## src/rtl/ahb_pkg.sv

```systemverilog
// Shared AHB-Lite types, encodings and burst helpers for the burst master.
// Latency: none (types and pure functions only).
// Backpressure: not applicable.
package ahb_pkg;

  typedef enum logic [1:0] {
    IDLE   = 2'b00,
    BUSY   = 2'b01,
    NONSEQ = 2'b10,
    SEQ    = 2'b11
  } htrans_e;

  typedef enum logic [2:0] {
    SINGLE = 3'b000,
    INCR   = 3'b001,
    WRAP4  = 3'b010,
    INCR4  = 3'b011,
    WRAP8  = 3'b100,
    INCR8  = 3'b101,
    WRAP16 = 3'b110,
    INCR16 = 3'b111
  } hburst_e;

  typedef enum logic [1:0] {
    OKAY  = 2'b00,
    ERROR = 2'b01,
    RETRY = 2'b10,
    SPLIT = 2'b11
  } hresp_e;

  typedef enum logic [2:0] {
    HSIZE_BYTE = 3'd0,
    HSIZE_HALF = 3'd1,
    HSIZE_WORD = 3'd2
  } hsize_e;

  typedef enum logic [2:0] {
    ST_IDLE,
    ST_ADDR,
    ST_BURST,
    ST_LASTDATA,
    ST_ERR1,
    ST_ERR2
  } state_e;

  // Beats per command; anything other than a fixed-length INCR runs as one beat.
  function automatic logic [4:0] burst_beats(input logic [2:0] hburst);
    case (hburst)
      INCR4:   return 5'd4;
      INCR8:   return 5'd8;
      INCR16:  return 5'd16;
      default: return 5'd1;
    endcase
  endfunction

  // Hburst value actually driven on the bus: unsupported encodings collapse to SINGLE.
  function automatic logic [2:0] burst_code(input logic [2:0] hburst);
    return (burst_beats(hburst) == 5'd1) ? SINGLE : hburst;
  endfunction

endpackage

```

## src/rtl/ahb_addr_gen.sv

```systemverilog
// Address generator: holds the current beat address and the beats still to issue.
// Latency: new address visible the cycle after load_i/advance_i.
// Backpressure: advances only when the owner reports an accepted address phase.
module ahb_addr_gen
  import ahb_pkg::*;
#(
  parameter int ADDR_W = 32
) (
  input  logic              clk_i,
  input  logic              rst_ni,
  input  logic              load_i,
  input  logic [ADDR_W-1:0] addr_i,
  input  logic [2:0]        burst_i,
  input  logic [2:0]        size_i,
  input  logic              advance_i,
  output logic [ADDR_W-1:0] addr_o,
  output logic              last_beat_o
);

  logic [ADDR_W-1:0] addr_q, addr_d, next_addr;
  logic [4:0]        beats_left_q, beats_left_d;

  // Increment wraps modulo 2^ADDR_W; the caller keeps bursts inside a 1KB page.
  assign next_addr   = addr_q + (ADDR_W'(1) << size_i);
  assign last_beat_o = (beats_left_q == 5'd1);
  assign addr_o      = addr_q;

  // Load on command accept, step on every accepted non-final address phase.
  always_comb begin
    addr_d       = addr_q;
    beats_left_d = beats_left_q;
    if (load_i) begin
      addr_d       = addr_i;
      beats_left_d = burst_beats(burst_i);
    end else if (advance_i && !last_beat_o) begin
      addr_d       = next_addr;
      beats_left_d = beats_left_q - 5'd1;
    end
  end

  // Address and beat counter registers.
  always_ff @(posedge clk_i or negedge rst_ni) begin
    if (!rst_ni) begin
      addr_q       <= '0;
      beats_left_q <= '0;
    end else begin
      addr_q       <= addr_d;
      beats_left_q <= beats_left_d;
    end
  end

endmodule

```

## src/rtl/ahb_burst_master.sv

```systemverilog
// AHB-Lite burst master: turns one command plus a write-data stream into pipelined AHB beats.
// Latency: NONSEQ one cycle after cmd handshake; rd_valid/done one cycle after the last data phase.
// Backpressure: Hreadyout stalls address/data phases; missing write data inserts IDLE (first) or BUSY.
module ahb_burst_master
  import ahb_pkg::*;
#(
  parameter int ADDR_W = 32,
  parameter int DATA_W = 32
) (
  input  logic              Hclk,
  input  logic              Hresetn,
  input  logic              cmd_valid,
  output logic              cmd_ready,
  input  logic [ADDR_W-1:0] cmd_addr,
  input  logic              cmd_write,
  input  logic [2:0]        cmd_size,
  input  logic [2:0]        cmd_burst,
  input  logic              wd_valid,
  output logic              wd_ready,
  input  logic [DATA_W-1:0] wd_data,
  output logic              rd_valid,
  output logic [DATA_W-1:0] rd_data,
  output logic              done,
  output logic              done_err,
  output logic [ADDR_W-1:0] Haddr,
  output logic [1:0]        Htrans,
  output logic              Hwrite,
  output logic [2:0]        Hsize,
  output logic [2:0]        Hburst,
  output logic [DATA_W-1:0] Hwdata,
  output logic              Hreadyin,
  input  logic              Hreadyout,
  input  logic [1:0]        Hresp,
  input  logic [DATA_W-1:0] Hrdata
);

  state_e            state_q, state_d;
  htrans_e           htrans;
  logic              write_q;
  logic [2:0]        size_q, burst_q;
  logic              dphase_q, dphase_d;
  logic [DATA_W-1:0] wdata_q, rd_data_q;
  logic              rd_valid_q, done_q, done_err_q;
  logic              cmd_fire, accept, last_beat;
  logic              dphase_active, dphase_done, err_first;
  logic [ADDR_W-1:0] addr;

  // done and a fresh cmd_ready never share a cycle.
  assign cmd_ready = (state_q == ST_IDLE) && !done_q;
  assign cmd_fire  = cmd_valid && cmd_ready;

  assign accept        = ((htrans == NONSEQ) || (htrans == SEQ)) && Hreadyout;
  assign dphase_active = ((state_q == ST_BURST) && dphase_q) || (state_q == ST_LASTDATA);
  assign dphase_done   = dphase_active && Hreadyout;
  assign err_first     = dphase_active && !Hreadyout && (Hresp == ERROR);

  ahb_addr_gen #(.ADDR_W(ADDR_W)) u_addr_gen (
    .clk_i       (Hclk),
    .rst_ni      (Hresetn),
    .load_i      (cmd_fire),
    .addr_i      (cmd_addr),
    .burst_i     (cmd_burst),
    .size_i      (size_q),
    .advance_i   (accept),
    .addr_o      (addr),
    .last_beat_o (last_beat)
  );

  // State register.
  always_ff @(posedge Hclk or negedge Hresetn) begin
    if (!Hresetn) state_q <= ST_IDLE;
    else          state_q <= state_d;
  end

  // Next-state: step through address phases, drain the last data phase, or unwind an error.
  always_comb begin
    state_d = state_q;
    case (state_q)
      ST_IDLE:     if (cmd_fire) state_d = ST_ADDR;
      ST_ADDR:     if (accept) state_d = last_beat ? ST_LASTDATA : ST_BURST;
      ST_BURST: begin
        if (err_first)               state_d = ST_ERR1;
        else if (accept && last_beat) state_d = ST_LASTDATA;
      end
      ST_LASTDATA: begin
        if (err_first)      state_d = ST_ERR1;
        else if (Hreadyout) state_d = ST_IDLE;
      end
      ST_ERR1:     if (Hreadyout) state_d = ST_ERR2;
      ST_ERR2:     state_d = ST_IDLE;
      default:     state_d = ST_IDLE;
    endcase
  end

  // Bus outputs: write beats only go out (and pop data) once a data word is on offer.
  always_comb begin
    htrans   = IDLE;
    wd_ready = 1'b0;
    case (state_q)
      ST_ADDR: begin
        if (!write_q || wd_valid) begin
          htrans   = NONSEQ;
          wd_ready = write_q && Hreadyout;
        end
      end
      ST_BURST: begin
        if (!write_q || wd_valid) begin
          htrans   = SEQ;
          wd_ready = write_q && Hreadyout;
        end else begin
          htrans = BUSY;
        end
      end
      default: begin
        htrans   = IDLE;
        wd_ready = 1'b0;
      end
    endcase
  end

  // A data phase opens after an accepted address phase and closes on the next ready cycle.
  always_comb begin
    dphase_d = dphase_q;
    if (accept)         dphase_d = 1'b1;
    else if (Hreadyout) dphase_d = 1'b0;
  end

  // Command latch, write holding register, registered read return and completion pulses.
  always_ff @(posedge Hclk or negedge Hresetn) begin
    if (!Hresetn) begin
      write_q    <= 1'b0;
      size_q     <= '0;
      burst_q    <= '0;
      dphase_q   <= 1'b0;
      wdata_q    <= '0;
      rd_valid_q <= 1'b0;
      rd_data_q  <= '0;
      done_q     <= 1'b0;
      done_err_q <= 1'b0;
    end else begin
      dphase_q <= dphase_d;
      if (cmd_fire) begin
        write_q <= cmd_write;
        size_q  <= cmd_size;
        burst_q <= burst_code(cmd_burst);
      end
      if (wd_ready) wdata_q <= wd_data;
      rd_valid_q <= dphase_done && !write_q;
      if (dphase_done && !write_q) rd_data_q <= Hrdata;
      done_q     <= ((state_q == ST_LASTDATA) && Hreadyout) ||
                    ((state_q == ST_ERR1) && Hreadyout);
      done_err_q <= (state_q == ST_ERR1) && Hreadyout;
    end
  end

  assign Haddr    = addr;
  assign Htrans   = htrans;
  assign Hwrite   = write_q;
  assign Hsize    = size_q;
  assign Hburst   = burst_q;
  assign Hwdata   = wdata_q;
  assign Hreadyin = Hreadyout;
  assign rd_valid = rd_valid_q;
  assign rd_data  = rd_data_q;
  assign done     = done_q;
  assign done_err = done_err_q;

endmodule
```

## config.mk

```make
export PLATFORM = sky130hd
export DESIGN_NAME = ahb_burst_master
export DESIGN_NICKNAME = d
export VERILOG_FILES = /design/src/rtl/ahb_pkg.sv /design/src/rtl/ahb_addr_gen.sv /design/src/rtl/ahb_burst_master.sv
export SDC_FILE = /design/constraint.sdc
export NUM_CORES = 1
export LEC_CHECK = 0
export BUFFER_PORTS_ARGS = -buffer_cell sky130_fd_sc_hd__clkbuf_2
export CAP_MARGIN = 25
export CELL_PAD_IN_SITES_DETAIL_PLACEMENT = 0
export CELL_PAD_IN_SITES_GLOBAL_PLACEMENT = 2
export CORE_AREA = 2 2 149 151
export DETAILED_ROUTE_END_ITERATION = 8
export DIE_AREA = 0 0 151 153
export PLACE_DENSITY_LB_ADDON = 0.1
export SKIP_CTS_REPAIR_TIMING = 1
export SYNTH_ARGS = -nofsm -noshare
export SYNTH_HDL_FRONTEND = slang
export SYNTH_SLANG_ARGS = --single-unit
export TNS_END_PERCENT = 10
```

## constraint.sdc

```tcl
create_clock -name Hclk -period 2.55 [get_ports Hclk]
set_input_delay 0.255 -clock Hclk [delete_from_list [all_inputs] [get_ports Hclk]]
set_output_delay 0.255 -clock Hclk [all_outputs]
set_load 0.05 [all_outputs]
```

==> results of run 1 <==
[registers in the layout (all words and copies together) (netlist names)]
signal / cells
done_err: 1
rd_valid: 1
dphase_q: 1
Hwrite: 1
done: 1
Hwdata: 32
rd_data: 32
state_q: 3
Hsize: 3
u_addr_gen.beats_left_q: 5
Hburst: 3
u_addr_gen.addr_o: 32
[metrics by stage]
stage	setup slack [ps]	setup TNS, ps	instance area [um2]
2_1_floorplan	8.62	0	5720
3_3_place_gp	171	0	7230
3_5_place_dp	118	0	7230
4_1_cts	103	0	7840
5_1_grt	-61.6	-203	7870
6_report	116	0	7870
[worst max-delay path: cells and delay by family (launching register included)]
kind	cells	cell delay, ps
AND/OR/NAND/NOR	5	1060
flip-flops	1	460
adder cells (fa/ha/maj)	1	420
buffers and inverters	2	300
AO/OA/AOI/OAI	1	70
[metal layers]
metal / track usage, % / vias to the layer above
met3: 3.76 / 19
met5: 0 / -
met2: 25.6 / 161
li1: - / 2401
met4: 4.01 / 0
met1: 20.8 / 2426
[where the power goes]
group | total (W) | internal, W | switching, W | leakage, nW
logic | 0.00707 | 0.00207 | 0.00500 | 2.06
clock network | 0.00243 | 0.00151 | 0.000923 | 0.292
registers | 0.00351 | 0.00272 | 0.000794 | 1.40
[cells by family after synthesis]
logic type	after synthesis	synth area share, %
XOR/XNOR	12	1.84
flip-flops	115	50.4
adder cells (fa/ha/maj)	11	2.54
multiplexers	70	13.7
AND/OR/NAND/NOR	182	16.8
buffers and inverters	36	2.98
AO/OA/AOI/OAI	96	11.8
[synthesized netlist by cell type (7+ instances only)]
master	number
clkbuf_1	17
buf_2	7
nor2_1	18
o211ai_1	14
nand2b_1	7
xor2_1	10
a21oi_1	13
ha_1	10
o21ai_0	16
nand2_1	64
mux2_2	64
nand4_1	16
nand3_1	18
nor3_1	7
dfrtp_1	115
and3_1	9
[worst max-delay path by stage]
stage | startpoint | endpoint | slack, ps
after global routing | Hsize[1]$_DFFE_PN0P_ | u_addr_gen.addr_o[20]$_DFFE_PN0P_ | -60
final | Hsize[0]$_DFFE_PN0P_ | u_addr_gen.addr_o[24]$_DFFE_PN0P_ | 120
after floorplan | Hsize[0]$_DFFE_PN0P_ | u_addr_gen.addr_o[29]$_DFFE_PN0P_ | 9
after global placement | Hsize[2]$_DFFE_PN0P_ | u_addr_gen.addr_o[24]$_DFFE_PN0P_ | 170
after detailed placement | Hsize[0]$_DFFE_PN0P_ | u_addr_gen.addr_o[24]$_DFFE_PN0P_ | 120
after CTS | Hsize[0]$_DFFE_PN0P_ | u_addr_gen.addr_o[24]$_DFFE_PN0P_ | 100
[area by class of cell]
class | count | area [um2]
Inverter | 5 | 18.8
Clock inverter | 13 | 149
Tap cell | 280 | 350
Timing Repair Buffer | 245 | 1320
Multi-Input combinational cell | 371 | 2700
Clock buffer | 19 | 453
Sequential cell | 115 | 2880
Fill cell | 2203 | 13600
==> metrics, run 1 <==
Pwr Total 0.0130 W; Cells after DPL 1015; WHS Path Cells 3; routed wl met3 1060 um; Max Cap Viol 0; Syn. warnings 0; startpoint types flip-flop; HPWL Detailed 13400 um; vias in the first global route 5091; syn nets 643; Most common cell on crit path buf_4; number of vias per cell 4.78; syn avg cell area 10.9 um2; worst slew pin tran 607 ps; Clock Skews 9.40 ps; R2R depth 9; Post-Syn Area 5710 um2; num ports 221; post-synth cell types 64; Clock Sinks between 100 and 150; DRC violations left 0; Final Util 36.6%; synth top area cells dfrtp_1, mux2_2, nand2_1, ha_1, o211ai_1; Slowest cell on crit path dfrtp_2; nets 876; initial antenna violation count 0; top layer used by detailed routing met4; Site Rows 54; most frequent cells in the layout clkbuf_2, dfrtp_1, mux2_2, nand2_1, buf_4; DR WL/cell 17.0 um; Worst R2R End u_addr_gen.addr_o[24]$_DFFE_PN0P_; Hold Path Sink Hsize[1]$_DFFE_PN0P_; first-pass GRT wire length 28000 um; worst setup path class reg2reg; Hold WC Path Type in2reg; CP Max Fanout 10; Max Clk Rate 411 MHz; core area 21500 um2; CTS max path bufs 2; critical path arrival 2720 ps; Port-buffer cells 220; Die ar. between 20000 and 25000 um2; EDFF count, synth 0; Starting DRT DRC Count a little under 200; antenna-violating nets left 0; reg2reg start Hsize[0]$_DFFE_PN0P_; Reg clk slew, reported paths around 60 ps; Finish-stage setup viols 0; Min Clock Period, post-route 2430 ps; final wirelength 17800 um; Worst Setup End Kind flip-flop; static leakage ~3.8 nW; WL met1 8120 um; power density over the cells 1650 nW/um2; H-Tree Depth 4; Critical Path RT 2840 ps; Main synth FF type dfrtp_1; sequential area share after synthesis 50.4%; Slew HR 59.5%; total track usage approximately 16%; post-synthesis register bit count 115; die width 151 um; met2 WL 8390 um; slowest stage delay, CP 460 ps; worst path cell trace nor3b_2 -> buf_4 -> fa_1 -> nand3_1 -> a21oi_2 -> buf_4 -> nor2_1 -> nor4_1 -> or3_1; chip height roughly 150 um; Final Non-Filler Cells 1048; detailed-router iteration count before antenna repair 5; largest net degree at the start of global routing 50; total CTS buffers 17; Synth area leader dfrtp_1; ys async rst share 100%; Post-Route Hold Slack 37.5 ps; Layout area overhead 37.9%; Vias 5007; root buf cell clkbuf_16; Yosys top cell area share 50.4%; most common cell after layout, fill and taps aside clkbuf_2; RSZ-0062 raised after global routing yes; Final Hold Viols 0; CTS tree done; Pins Over Slew Limit 0; Syn Inst Count 522; n_diodes 0; Initial Util 26.6%; layout cells sized above 1 between 40% and 50%; status complete, no violations; Worst-Skew Late Latency 410 ps; gr ovfl total 0; Max IR drop VDD roughly 0.62 mV; RePlAce Congestion a little under 0.8; fin crit share a little over nine tenths; hold path start cmd_size[1]; R2R setup slack 120 ps
No activity file was read; power rests on OpenSTA's default activity.
==> run 2: changes to the inputs <==
--- a/config.mk
+++ b/config.mk
@@ -6,13 +6,14 @@
 export NUM_CORES = 1
 export LEC_CHECK = 0
-export BUFFER_PORTS_ARGS = -buffer_cell sky130_fd_sc_hd__clkbuf_2
 export CAP_MARGIN = 25
 export CELL_PAD_IN_SITES_DETAIL_PLACEMENT = 0
 export CELL_PAD_IN_SITES_GLOBAL_PLACEMENT = 2
-export CORE_AREA = 2 2 149 151
+export CORE_AREA = 2 2 131 133
 export DETAILED_ROUTE_END_ITERATION = 8
-export DIE_AREA = 0 0 151 153
+export DIE_AREA = 0 0 133 135
+export DONT_BUFFER_PORTS = 1
 export PLACE_DENSITY_LB_ADDON = 0.1
 export SKIP_CTS_REPAIR_TIMING = 1
+export SLEW_MARGIN = 0
 export SYNTH_ARGS = -nofsm -noshare
 export SYNTH_HDL_FRONTEND = slang
==> constraint.sdc (replaced) <==
create_clock -name Hclk -period 2.55 [get_ports Hclk]
set_input_delay 0.1275 -clock Hclk [delete_from_list [all_inputs] [get_ports Hclk]]
set_output_delay 0.1275 -clock Hclk [all_outputs]
set_load 0.05 [all_outputs]
==> run 2 against run 1 <==
Net effect:
- the run now ends with hold timing left
- setup slack better by 66 ps
- utilization grew 12 points
- largest power group is now registers
- clock power about the same
- register-to-register slack better by 70 ps
- routed wire length fell by 7.9%
- final area increased by 0.54%
- sequential share of layout area down 0.18 points
- critical endpoint is now wd_ready
==> metrics, run 2 (same netlist as run 1, synthesis figures left out) <==
status finished with violations; failing checks hold timing; Fillers 1513 (-31%); Hold WC Path Type in2async; Clock Sinks 115 (unchanged); Clock Skews 9.81 ps (+0.408 ps); power density over the cells 1590 nW/um2 (-4.1%); largest net degree at the start of global routing 116 (+130%); first-pass GRT wire length 24900 um (-11%); Initial Util 34.8% (+8.2 points); Pins Over Slew Limit 0 (unchanged); CP Max Fanout 33 (+23); DRC violations left 0 (unchanged); Post-Route Hold Slack -593 ps (-631 ps); detailed-router iteration count before antenna repair 4 (-1); worst setup path class reg2out; CP bufs+invs 3 (+1); Final Non-Filler Cells 895 (-15%); Starting DRT DRC Count 207 (+4.5%); chip height 135 um (-12%); Die ar. 18000 um2 (-22%); Crit. path cell count 7 (-2); Reg clk slew, reported paths 60 ps (about the same); vias in the first global route 4422 (-13%); num ports 221 (unchanged); Max IR drop VDD 0.579 mV (-7.1%); sequential power share 44.4% (+17 points); nets 783 (-11%); HPWL Detailed 11200 um (-17%); most common cell after layout, fill and taps aside dfrtp_1; Final Hold Viols 116 (+116); root buf cell clkbuf_16; Port-buffer cells 0 (-100%); multi-input combinational cell area 2710 um2 (+0.28%); Clk network pwr share 19.3% (+0.6 points); DR WL/cell 18.3 um (+7.8%); total track usage 17.7% (+2.1 points); Worst R2R End u_addr_gen.addr_o[24]$_DFFE_PN0P_; critical path arrival 2240 ps (-480 ps); Cells after DPL 756 (-26%); die width 133 um (-12%); Pint 0.00600 W (-4.6%); slowest stage delay, CP 470 ps (about the same); total CTS buffers 17 (unchanged); reg2reg start Hsize[2]$_DFFE_PN0P_; H-Tree Depth 4 (unchanged); worst path cell trace xor2_1 -> nand2_1 -> nor3_2 -> nand2_1 -> buf_4 -> inv_1 -> buf_4; Sw Share 52.2% (+0.52 points); Finish-stage setup viols 0 (unchanged); static leakage 3.37 nW (-10%); setup tns final 0 ps (unchanged); number of vias per cell 5.18 (+8.4%); RePlAce Congestion 0.793 (+0.56%); NetSw 0.00654 W (-2.6%); CTS max path bufs 2 (unchanged); dpl cell area 6220 um2 (-14%); Site Rows 47 (-13%); Final Util 48.2% (+12 points); crit-path leading delay family buffers and inverters; Layout area overhead 38.6%; worst slew pin tran 656 ps (+48.8 ps); Slowest cell on crit path dfrtp_2; Slew HR 56.3% (-3.3 points); Max Cap Viol 0 (unchanged); CTS tree done; R2R setup slack 190 ps (+70 ps); Design Area, Final 7910 um2 (+0.54%); Worst-Skew Late Latency 410 ps (about the same); final wirelength 16400 um (-7.9%); Vias 4635 (-7.4%); R2R depth 7 (-2); n_diodes 0 (unchanged); initial antenna violation count 0 (unchanged); fin crit share 92.9% (-2.6 points); layout cells sized above 1 24.1% (-23 points); core area 16400 um2 (-24%); Max Clk Rate 422 MHz (+2.8%); gr ovfl total 0 (unchanged); startpoint types flip-flop; Min Clock Period, post-route 2370 ps (-65.7 ps); antenna-violating nets left 0 (unchanged); RSZ-0062 raised after global routing no; register area 2880 um2 (about the same); Worst Setup End Kind primary output; most frequent cells in the layout dfrtp_1, dlygate4sd3_1, nand2_1, mux2_2, buf_4; Critical Path RT 2420 ps (-420 ps); Logic pwr share 36.3% (-18 points)
run 2: power groups by stage:
stage,registers (W),logic [W],clock network [W]
finish,0.00557,0.00456,0.00242
global placement,0.00558,0.00440,0
CTS,0.00556,0.00447,0.00247
floorplan,0.00615,0.00254,0
global route,0.00568,0.00502,0.00258
detailed placement,0.00560,0.00445,0
run 2: layer usage:
metal	routed length, um	track usage (%)
met2	7950	28.8
met3	1280	6.53
met4	150	4.48
met5	0	0
met1	7010	22.5
run 2: worst reg2reg max path: stages (launching register included):
cell and delay [ps]:
dfrtp_2 460, and3_1 210, ha_1 340, a21oi_1 270, o21ai_2 180, nor2_1 320
nor4_1 100, or3_1 370
run 2: worst max path at each step:
stage	end	from	slack [ps]
6_report	wd_ready	state_q[1]$_DFFE_PN0P_	180
4_1_cts	u_addr_gen.addr_o[24]$_DFFE_PN0P_	Hsize[1]$_DFFE_PN0P_	50
5_1_grt	u_addr_gen.addr_o[25]$_DFFE_PN0P_	Hsize[1]$_DFFE_PN0P_	20
3_3_place_gp	u_addr_gen.addr_o[29]$_DFFE_PN0P_	Hsize[1]$_DFFE_PN0P_	140
2_1_floorplan	u_addr_gen.addr_o[29]$_DFFE_PN0P_	Hsize[0]$_DFFE_PN0P_	9
3_5_place_dp	u_addr_gen.addr_o[29]$_DFFE_PN0P_	Hsize[1]$_DFFE_PN0P_	60
run 2: area by class of cell:
class	instances	share of cell area [%]
inverters	5	0.237
clock buffers	17	5.38
flip-flops and latches	115	36.4
clock inverters	15	2.15
well taps	220	3.48
repair buffers	152	18.1
multi-input cells	371	34.2
run 2: per-stage QoR:
step / hold slack [ps] / total power (W) / setup WS, ps
CTS: -612 / 0.0125 / 45.2
floorplan: -168 / 0.00869 / 8.62
finish: -593 / 0.0125 / 181
global route: -623 / 0.0133 / 24.8
detailed placement: -165 / 0.0100 / 62.5
global placement: -165 / 0.00999 / 141
